**config.mk**
```make
export PLATFORM = sky130hd
export DESIGN_NAME = truth_table_extractor_flat
export DESIGN_NICKNAME = d
export VERILOG_FILES = /design/src/rtl/truth_table_extractor_pkg.sv /design/src/rtl/truth_table_extractor_if.sv /design/src/rtl/truth_table_extractor_settle_counter.sv /design/src/rtl/truth_table_extractor.sv /design/src/flat_wrapper.sv
export SDC_FILE = /design/constraint.sdc
export NUM_CORES = 1
export LEC_CHECK = 0
export BUFFER_PORTS_ARGS = -buffer_cell sky130_fd_sc_hd__clkbuf_2
export CAP_MARGIN = 0
export CORE_ASPECT_RATIO = 0.5
export CORE_MARGIN = 5
export CORE_UTILIZATION = 45
export CTS_CLUSTER_SIZE = 10
export DETAILED_ROUTE_END_ITERATION = 12
export MAX_ROUTING_LAYER = met4
export PLACE_DENSITY = 0.74
export SETUP_SLACK_MARGIN = 0.2
export SYNTH_ARGS = -nofsm -noshare
export SYNTH_HDL_FRONTEND = slang
export SYNTH_SLANG_ARGS = --single-unit
```
**constraint.sdc**
```tcl
create_clock -name clk -period 4.9 [get_ports clk]
set_clock_uncertainty 0.05 [all_clocks]
set_input_delay 0.49 -clock clk [delete_from_list [all_inputs] [get_ports clk]]
set_output_delay 0.49 -clock clk [all_outputs]
set_load 0.005 [all_outputs]
```
**src/rtl/truth_table_extractor_pkg.sv**
```systemverilog
// Shared definitions for the truth-table extractor.
// Contents: default input count, truth-table width, FSM state type, and the
// index-to-bit-position helper that the score tooling also uses.
package tt_pkg;

  localparam int N_IN_DEFAULT = 3;
  localparam int TT_W         = 2 ** N_IN_DEFAULT;

  typedef enum logic [1:0] {
    IDLE,
    SETTLE,
    SAMPLE,
    DONE
  } state_t;

  // Combination 000 lands in the MSB of the code, so the position is mirrored.
  function automatic int tt_bit_pos(input int idx, input int tt_w = TT_W);
    return tt_w - 1 - idx;
  endfunction

endpackage

```
**src/rtl/truth_table_extractor_if.sv**
```systemverilog
// Bus between the characterisation bench and the truth-table extractor.
// master: drives start/expected_tt/dut_out, observes the results.
// slave : the extractor; drives dut_in, busy, done, truth_table, match.
interface truth_table_extractor_if #(
  parameter int N_IN = tt_pkg::N_IN_DEFAULT
);
  localparam int TT_W = 2 ** N_IN;

  logic            start;
  logic [TT_W-1:0] expected_tt;
  logic            dut_out;
  logic [N_IN-1:0] dut_in;
  logic            busy;
  logic            done;
  logic [TT_W-1:0] truth_table;
  logic            match;

  modport master (
    output start, expected_tt, dut_out,
    input  dut_in, busy, done, truth_table, match
  );

  modport slave (
    input  start, expected_tt, dut_out,
    output dut_in, busy, done, truth_table, match
  );
endinterface

```
**src/rtl/truth_table_extractor_settle_counter.sv**
```systemverilog
// Settle-interval down-counter.
// Ports: clk, rst (sync, active high), i_load + i_load_val (load has priority),
// i_dec (decrement, saturates at zero), o_zero (count is zero).
module settle_counter #(
  parameter int W = 8
) (
  input  logic         clk,
  input  logic         rst,
  input  logic         i_load,
  input  logic         i_dec,
  input  logic [W-1:0] i_load_val,
  output logic         o_zero
);

  logic [W-1:0] r_count;

  always_ff @(posedge clk) begin
    if (rst) begin
      r_count <= '0;
    end else if (i_load) begin
      r_count <= i_load_val;
    end else if (i_dec && (r_count != '0)) begin
      r_count <= r_count - 1'b1;
    end
  end

  assign o_zero = (r_count == '0);

endmodule

```
**src/rtl/truth_table_extractor.sv**
```systemverilog
// Truth-table extractor: walks a combinational netlist through every input
// combination, holds each for SETTLE_CYCLES, samples its output and assembles
// the hex truth-table code (combination 000 in the MSB), then compares it
// with the code latched at start.
// Ports: clk, rst (sync, active high), bus (slave modport: start,
// expected_tt, dut_out in; dut_in, busy, done, truth_table, match out).
module truth_table_extractor
  import tt_pkg::*;
#(
  parameter int N_IN          = tt_pkg::N_IN_DEFAULT,
  parameter int SETTLE_CYCLES = 4
) (
  input  logic                   clk,
  input  logic                   rst,
  truth_table_extractor_if.slave bus
);

  localparam int LP_TT_W = 2 ** N_IN;
  localparam int IDX_W   = N_IN + 1;  // one spare bit: no wrap at the last index
  localparam int POS_W   = N_IN;

  state_t              r_state;
  logic [IDX_W-1:0]    r_idx;
  logic [N_IN-1:0]     r_dut_in;
  logic [LP_TT_W-1:0]  r_tt;
  logic [LP_TT_W-1:0]  r_expected;
  logic                r_busy;
  logic                r_done;
  logic                r_match;

  logic                w_last;
  logic [POS_W-1:0]    w_pos;
  logic                w_load;
  logic                w_dec;
  logic                w_zero;

  assign w_last = (r_idx == IDX_W'(LP_TT_W - 1));
  assign w_pos  = POS_W'(tt_bit_pos(int'(r_idx), LP_TT_W));
  assign w_load = ((r_state == IDLE) && bus.start) ||
                  ((r_state == SAMPLE) && !w_last);
  assign w_dec  = (r_state == SETTLE);

  settle_counter #(
    .W (8)
  ) u_settle (
    .clk        (clk),
    .rst        (rst),
    .i_load     (w_load),
    .i_dec      (w_dec),
    .i_load_val (8'(SETTLE_CYCLES - 1)),
    .o_zero     (w_zero)
  );

  always_ff @(posedge clk) begin
    if (rst) begin
      r_state    <= IDLE;
      r_idx      <= '0;
      r_dut_in   <= '0;
      r_tt       <= '0;
      r_expected <= '0;
      r_busy     <= 1'b0;
      r_done     <= 1'b0;
      r_match    <= 1'b0;
    end else begin
      case (r_state)
        IDLE: begin
          r_done <= 1'b0;
          r_busy <= 1'b0;
          if (bus.start) begin
            r_expected <= bus.expected_tt;
            r_tt       <= '0;
            r_match    <= 1'b0;
            r_idx      <= '0;
            r_dut_in   <= '0;
            r_busy     <= 1'b1;
            r_state    <= SETTLE;
          end
        end
        SETTLE: begin
          if (w_zero) r_state <= SAMPLE;
        end
        SAMPLE: begin
          r_tt[w_pos] <= bus.dut_out;
          if (w_last) begin
            r_state <= DONE;
          end else begin
            // dut_in mirrors the low bits of idx
            r_idx    <= r_idx + 1'b1;
            r_dut_in <= r_dut_in + 1'b1;
            r_state  <= SETTLE;
          end
        end
        DONE: begin
          // The last sample is already in r_tt, so the compare is exact here.
          r_done   <= 1'b1;
          r_match  <= (r_tt == r_expected);
          r_dut_in <= '0;
          r_state  <= IDLE;
        end
        default: r_state <= IDLE;
      endcase
    end
  end

  assign bus.dut_in      = r_dut_in;
  assign bus.busy        = r_busy;
  assign bus.done        = r_done;
  assign bus.truth_table = r_tt;
  assign bus.match       = r_match;

endmodule

```
**src/flat_wrapper.sv**
```systemverilog
// flat-port wrapper written by rule: the top's interface ports become plain ports
module truth_table_extractor_flat import tt_pkg::*;
#(
  parameter int N_IN          = tt_pkg::N_IN_DEFAULT,
  parameter int SETTLE_CYCLES = 4
)
  (clk, rst, bus_start, bus_expected_tt, bus_dut_out, bus_dut_in, bus_busy, bus_done, bus_truth_table, bus_match);
  truth_table_extractor_if #(.N_IN(N_IN)) bus_i ();
  input  logic clk;
  input  logic rst;
  input wire logic [$bits(bus_i.start)-1:0] bus_start;
  input wire logic [$bits(bus_i.expected_tt)-1:0] bus_expected_tt;
  input wire logic [$bits(bus_i.dut_out)-1:0] bus_dut_out;
  output wire logic [$bits(bus_i.dut_in)-1:0] bus_dut_in;
  output wire logic [$bits(bus_i.busy)-1:0] bus_busy;
  output wire logic [$bits(bus_i.done)-1:0] bus_done;
  output wire logic [$bits(bus_i.truth_table)-1:0] bus_truth_table;
  output wire logic [$bits(bus_i.match)-1:0] bus_match;
  assign bus_i.start = bus_start;
  assign bus_i.expected_tt = bus_expected_tt;
  assign bus_i.dut_out = bus_dut_out;
  assign bus_dut_in = bus_i.dut_in;
  assign bus_busy = bus_i.busy;
  assign bus_done = bus_i.done;
  assign bus_truth_table = bus_i.truth_table;
  assign bus_match = bus_i.match;
  truth_table_extractor #(.N_IN(N_IN), .SETTLE_CYCLES(SETTLE_CYCLES)) u_core (.clk(clk), .rst(rst), .bus(bus_i));
endmodule
```
==> reports/qor.csv, run 1 <==
stage,metric,value,unit
run_status,status,"complete, no violations",
synth,yosys_most_used_dff,dfxtp_1,
synth,synthCells,220,
route,dr_total_vias,1616,
synth,yosys_warnings,0,
synth,ys_ff_latch,36,
grt,first_global_vias,1450,
power_and_ir_drop,irDropWorstVdd,0.2064,mV
worst_setup_path,required,5070,ps
worst_setup_path,regToRegSetupSlack,2730,ps
placed_design,routabilityCongestion,0.8526,
synth,syn_area,1790,sq um
sta,finalSetupTns,0,ps
power_and_ir_drop,p_per_area,382.6,nW/um^2
worst_setup_path,rr_startpoint,u_core.r_state[0],
cts,post_cts_buffers,0,
sta,rsz0062_at_grt,false,
grt,grt_antenna_before_repair,0,
sta,fin_crit_sh,44.21,%
floorplan,dieArea,5417,sq um
floorplan,floorplan.rows,16,
worst_setup_path,start_kind,flip-flop,
worst_setup_path,r2r_cells,6,
power_and_ir_drop,netSwitchingFraction,31.38,%
synth,yosys-top-cells-area,"dfxtp_1, a21oi_1, nand2_1",
hold_path,worstHoldStart,bus_expected_tt[1],
route,drt-pass1-iter-count,4,
sta,finalHoldViolCount,0,
hold_path,min_path_cells,3,
power_and_ir_drop,leakage,0.8517,nW
cts,cts-root-buf,clkbuf_8,
grt,grt-ovfl-total,0,
sta,fmax,461.6,MHz
power_and_ir_drop,seq_power_share,42.8,%
power_and_ir_drop,switching_power,0.0002465,W
route,wl_per_cell,13.55,um
synth,synth_top_cell_by_area,dfxtp_1,
grt,grt_pass1_wl,6499,um
worst_setup_path,arrival,2330,ps
worst_setup_path,cp_max_fo,11,
placed_design,detailed_place_hpwl,2856,um
final_layout,layout-drive-gt1-share,14.88,%
synth,mappedNetlistNets,240,
power_and_ir_drop,power.total,0.0007855,W
cts,numCtsBuffers,5,
synth,async_flop_share,0,%
synth,avgSynthCellArea,8.138,sq um
sta,setup_violations,0,
worst_setup_path,critPathKind,reg2reg,
final_layout,seq_area,720.7,sq um
floorplan,io-pin-count,26,
floorplan,die_x,99.21,um
floorplan,die_y,54.61,um
cts,clkTransAtPathRegs,70,ps
floorplan,fp.coreArea,3864,sq um
synth,synth_edf_count,0,
placed_design,portBuffers,25,
grt,grt_max_degree,29,
final_layout,nets,261,
worst_setup_path,setup.worst_path.end_class,flip-flop,
cts,cts_max_level,2,
sta,slew_violations,0,
synth,synth_top_area_share,40.25,%
hold_path,hp-class,in2reg,
final_layout,multi_input_area,991.0,sq um
route,route.detailed.drc,0,
synth,synth_cell_types,39,
floorplan,start_util,46.34,%
route,drt-vias-per-instance,5.459,
grt,grt_usage,15.74,%
final_layout,area_delta_synth_final,14.68,%
route,drt_iter0_markers,55,
power_and_ir_drop,p_clk_share,33.1,%
synth,seq_area_frac_synth,40.25,%
hold_path,whs_endpoint,u_core.r_expected[1],
cts,clock_latency,290,ps
worst_setup_path,r2r-end,u_core.bus.truth_table[1],
final_layout,n_fill_cell,359,
power_and_ir_drop,p_int,0.0005390,W
cts,tritoncts,done,
route,postRouteAntennaNets,0,
sta,layout_min_cycle_time,2166,ps
run,maxCapViolCount,0,
final_layout,antennaDiodeCount,0,
cts,clockBufferDepth,2,
cts,clkSinkCount,36,
sta,slew_headroom,49.22,%
power_and_ir_drop,p_comb_share,24.0,%
sta,worst_pin_slew,760.2,ps
cts,ctsHoldBuffers,0,
cts,cts_resized,0,
route,routed_wl,4012,um
final cells by class:
type	instances	share of cell area (%)
clock buffer	5	3.352
clock inverter	3	2.072
inverter	10	1.828
multi-input combinational	163	48.26
sequential	36	35.10
tap	54	3.291
timing repair buffer	25	6.094
routing by layer:
| metal | global-route usage [%] | vias up | share of wire (%) |
|---|---|---|---|
| met5 | - | - | 0 |
| met4 | 6.576 | 0 | 1.7 |
| met3 | 3.562 | 10 | 4.2 |
| met2 | 28.00 | 46 | 49 |
| met1 | 17.70 | 750 | 46 |
| li1 | - | 810 | - |
cell usage after synthesis (2+ instances only):
library cell and n:
dfxtp_1 36, a21oi_1 32, nand2_1 29, nor2_1 16, xor2_1 12, clkbuf_1 11, inv_1 9, nor3_1 9
o21ai_0 9, ha_1 8, nand3_1 4, mux2i_1 3, nor2b_1 3, o2111ai_1 3, xnor2_1 3, a211oi_1 2
a31oi_1 2, and3_1 2, nand3b_1 2, nor4_1 2, nor4b_1 2, o211ai_1 2, o21ai_1 2, or3_1 2
cells in the final DEF (no fill, tap or decap), types with 3 or more instances in the layout:
cell type  synthesis  final
a21oi_1           32     32
clkbuf_2           0     25
clkbuf_8           0      5
dfxtp_1           36     36
ha_1               8      8
inv_1              9      9
mux2i_1            3      3
nand2_1           29     29
nand3_1            4      4
nor2_1            16     16
nor2b_1            3      3
nor3_1             9      9
o2111ai_1          3      3
o21ai_0            9      9
xnor2_1            3      3
xor2_1            12     12
cell families after synthesis:
group / count (synthesis) / synth area share [%]
multiplexers: 3 / 1.677
adder cells (fa/ha/maj): 8 / 5.591
AO/OA/AOI/OAI: 58 / 19.08
AND/OR/NAND/NOR: 79 / 21.66
flip-flops: 36 / 40.25
XOR/XNOR: 15 / 7.338
buffers and inverters: 21 / 4.402
per-stage QoR:
| step | hold WS [ps] | cell area (sq um) | std cells | utilization, % | setup WS, ps |
|---|---|---|---|---|---|
| floorplan | 397.8 | 1790 | 220 | - | 2956 |
| global placement | 405.1 | 1942 | 288 | 50.26 | 2857 |
| detailed placement | 408.4 | 1942 | 288 | 50.26 | 2775 |
| CTS | 358.5 | 2053 | 296 | 53.14 | 2748 |
| global route | 354.7 | 2053 | 296 | 53.14 | 2549 |
| finish | 360.9 | 2053 | 296 | 53.14 | 2734 |
how the worst max path moves through the flow:
| stage | startpoint | end | slack (ps) | depth (start not counted) |
|---|---|---|---|---|
| after detailed placement | u_core.r_state[0] | u_core.bus.truth_table[7] | 2780 | 6 |
| after global placement | u_core.u_settle.r_count[1] | u_core.r_state[1] | 2860 | 6 |
| final | u_core.r_state[0] | u_core.bus.truth_table[1] | 2730 | 6 |
| after floorplan | u_core.u_settle.r_count[0] | u_core.r_state[1] | 2960 | 7 |
| after global routing | u_core.r_state[0] | u_core.bus.truth_table[5] | 2550 | 6 |
| after CTS | u_core.r_state[0] | u_core.bus.truth_table[1] | 2750 | 6 |
power by group through the flow:
stage	Sequential, W	Clock [W]	Combinational (W)
finish	0.000337	0.000260	0.000189
global placement	0.000342	0	0.000179
CTS	0.000336	0.000264	0.000189
global route	0.000340	0.000279	0.000212
detailed placement	0.000343	0	0.000188
floorplan	0.000338	0	0.000147
critical path, cell delays in order (launching register included):
cell and delay, ps:
dfxtp_1 380, inv_1 90, ha_1 260, and2_1 310, a21oi_1 640, o21ai_0 200, a21oi_1 160
state kept, by name (all words and copies together) (netlist names):
register,cells
u_core.bus.busy,1
u_core.r_idx,4
u_core.u_settle.r_count,8
u_core.r_expected,8
u_core.bus.truth_table,8
u_core.r_state,2
u_core.bus.done,1
u_core.bus.dut_in,3
u_core.bus.match,1
(Power assumes the default switching activity.)
==> run 2, diff against run 1 <==
--- a/config.mk
+++ b/config.mk
@@ -5,6 +5,7 @@
 export SDC_FILE = /design/constraint.sdc
 export NUM_CORES = 1
 export LEC_CHECK = 0
+export ABC_AREA = 1
 export BUFFER_PORTS_ARGS = -buffer_cell sky130_fd_sc_hd__clkbuf_2
 export CAP_MARGIN = 0
 export CORE_ASPECT_RATIO = 0.5
==> constraint.sdc (replaced) <==
create_clock -name clk -period 2.25 [get_ports clk]
set_clock_uncertainty 0.05 [all_clocks]
set_input_delay 0.225 -clock clk [delete_from_list [all_inputs] [get_ports clk]]
set_output_delay 0.225 -clock clk [all_outputs]
set_load 0.005 [all_outputs]
==> run 2 against run 1 <==
Synthesized cell count is 29% higher. Maximum frequency grew 22%. Utilization is 0.85 points higher. Critical endpoint is now u_core.bus.truth_table[0]. Highest routed layer unchanged.
==> reports/qor.csv, run 2 <==
stage,metric,value,unit,change
run_status,status,"complete, no violations",,
grt,first_global_vias,1732,,+19%
cts,clock_latency,280,ps,about the same
sta,slew_headroom,70.96,%,+22 points
power_and_ir_drop,leakage,0.9525,nW,+12%
hold_path,hp-class,in2reg,,
synth,syn_area,1897,sq um,+5.9%
final_layout,n_fill_cell,386,,+7.5%
worst_setup_path,start_kind,flip-flop,,
floorplan,die_y,55.91,um,+2.4%
floorplan,fp.coreArea,3984,sq um,+3.1%
synth,yosys-top-cells-area,"dfxtp_1, nand2_1, a21oi_1",,
run,maxCapViolCount,0,,unchanged
power_and_ir_drop,irDropWorstVdd,0.3097,mV,+50%
placed_design,detailed_place_hpwl,3197,um,+12%
sta,slew_violations,0,,unchanged
route,postRouteAntennaNets,0,,unchanged
final_layout,final_common_cell,nand2_1,,
cts,clkTransAtPathRegs,70,ps,about the same
synth,synth_cell_types,26,,-33%
final_layout,antennaDiodeCount,0,,unchanged
placed_design,portBuffers,25,,unchanged
synth,synth-compound-area-share,15.44,%,-3.6 points
worst_setup_path,setup.worst_path.end_class,flip-flop,,
grt,grt_usage,16.18,%,+0.44 points
final_layout,area_delta_synth_final,13.39,%,
grt,grt_pass1_wl,7348,um,+13%
placed_design,placed_area,2058,sq um,+6.0%
sta,worst_pin_slew,435.2,ps,-325.0 ps
worst_setup_path,arrival,1880,ps,-450 ps
floorplan,io-pin-count,26,,unchanged
final_layout,mostFrequentLayoutCells,"nand2_1, dfxtp_1, inv_1, a21oi_1, clkbuf_2",,
route,drt-vias-per-instance,4.942,,-9.5%
placed_design,numPlacedInstances,357,,+24%
synth,synthCells,283,,+29%
synth,avgSynthCellArea,6.703,sq um,-18%
cts,ctsHoldBuffers,0,,unchanged
cts,clockBufferDepth,2,,unchanged
worst_setup_path,required,2350,ps,-2720 ps
synth,synth_top_cell_by_area,dfxtp_1,,
floorplan,dieArea,5692,sq um,+5.1%
power_and_ir_drop,p_per_area,734.2,nW/um^2,+92%
cts,clkSinkCount,36,,unchanged
synth,ys_ff_latch,36,,unchanged
synth,synth-adder-area-share,5.277,%,-0.31 points
final_layout,nets,330,,+26%
route,drt-pass1-iter-count,5,,+1
sta,finalHoldViolCount,0,,unchanged
cts,tritoncts,done,,
route,wl_per_cell,11.64,um,-14%
synth,yosys_most_used_dff,dfxtp_1,,
sta,rsz0062_at_grt,false,,
floorplan,die_x,101.8,um,+2.6%
sta,fin_crit_sh,79.13,%,+35 points
synth,yosys-top-cells-count,"nand2_1, dfxtp_1, inv_1",,
final_layout,stdcell_area,2151,sq um,+4.8%
cts,cts_max_level,2,,unchanged
placed_design,routabilityCongestion,0.8391,,-1.6%
synth,yosys_warnings,0,,unchanged
sta,finalSetupTns,0,ps,unchanged
route,routed_wl,4249,um,+5.9%
worst_setup_path,cp_max_fo,10,,-1
cts,cts-root-buf,clkbuf_8,,
cts,numCtsBuffers,5,,unchanged
synth,seq_area_frac_synth,37.99,%,-2.3 points
final_layout,layout.cells.non_filler,365,,+23%
cts,post_cts_buffers,0,,unchanged
sta,layout_min_cycle_time,1780,ps,-385.8 ps
route,dr_total_vias,1804,,+12%
synth,yosys-mux-area-fraction,0,%,-1.7 points
grt,grt_antenna_before_repair,0,,unchanged
synth,async_flop_share,0,%,unchanged
cts,cts_resized,0,,unchanged
sta,fmax,561.6,MHz,+22%
worst_setup_path,critPathKind,reg2reg,,
synth,synth_top_family_by_area,simple AND/OR/NAND/NOR gates,,
power_and_ir_drop,power.total,0.001579,W,+100%
route,drt_iter0_markers,76,,+38%
floorplan,floorplan.rows,16,,unchanged
route,route.detailed.drc,0,,unchanged
synth,synth_edf_count,0,,unchanged
final_layout,layout-drive-gt1-share,16.40,%,+1.5 points
grt,grt-ovfl-total,0,,unchanged
grt,grt_max_degree,18,,-38%
sta,setup_violations,0,,unchanged
synth,synthSimpleGateAreaFrac,30.15,%,+8.5 points
synth,synth_xor_area_share,1.385,%,-6.0 points
synth,synth.most_common_cell,nand2_1,,
floorplan,start_util,47.61,%,+1.3 points
synth,synth_top_area_share,37.99,%,-2.3 points
synth,mappedNetlistNets,303,,+26%
-- run 2: cell count changes after synthesis, sizes merged, moves of 3 or more --
cell,delta
xnor2,-3
inv,+28
nand3,+7
nor2,+9
o2111ai,-3
clkbuf,-9
nand2,+55
xor2,-9
o21ai,+13
buf,+4
mux2i,-3
nor2b,-3
-- run 2: final timing paths --
path	slack (ps)	to	depth (start not counted)	start
worst max register to register	470	u_core.bus.truth_table[0]	7	u_core.r_state[0]
worst max-delay path	470	u_core.bus.truth_table[0]	7	u_core.r_state[0]
worst min register to register	430	u_core.r_expected[0]	2	u_core.r_expected[0]
worst min-delay path	160	u_core.r_expected[5]	3	bus_expected_tt[5]
-- run 2: through the flow --
| step | hold slack [ps] | worst slack (ps) | utilization (%) |
|---|---|---|---|
| finish | 164.5 | 469.5 | 53.99 |
| global route | 183.8 | 301.1 | 53.99 |
| CTS | 169.9 | 516.5 | 53.99 |
| detailed placement | 412.9 | 525.7 | 51.66 |
| global placement | 403.6 | 545.7 | 51.66 |
| floorplan | 339.9 | 791.9 | - |
-- run 2: power breakdown --
group          switching [W]  total [W]  internal (W)
registers          0.0000327   0.000717      0.000684
clock network       0.000224   0.000468      0.000244
logic               0.000253   0.000394      0.000141
total               0.000510    0.00158       0.00107
-- run 2: routing by layer --
| metal | global-route usage, % | wire (um) | vias up | share of wire [%] |
|---|---|---|---|---|
| li1 | - | - | 947 | - |
| met1 | 20.24 | 2033 | 798 | 48 |
| met2 | 26.58 | 1990 | 53 | 47 |
| met3 | 3.379 | 192 | 6 | 4.5 |
| met4 | 4.299 | 32 | 0 | 0.75 |
| met5 | - | 0 | - | 0 |
-- run 2: final cells by class --
cell class,count,area [sq um],share of cell area [%]
Inverter,39,146.4,6.806
Clock inverter,2,10.01,0.4654
Tap cell,54,67.56,3.141
Sequential cell,36,720.7,33.51
Timing Repair Buffer,26,132.6,6.166
Clock buffer,6,82.58,3.839
Multi-Input combinational cell,202,991.0,46.07
-- run 2: kinds of logic after synthesis --
family                   count (synthesis)
flip-flops                              36
adder cells (fa/ha/maj)                  8
AO/OA/AOI/OAI                           57
AND/OR/NAND/NOR                        134
buffers and inverters                   45
XOR/XNOR                                 3
-- run 2: worst max-delay path: stages (launching register included) --
cell	delay, ps
dfxtp_1	350
inv_1	90
ha_1	270
inv_2	140
o21ai_2	370
o21ai_0	230
nand2_1	100
a21oi_1	60
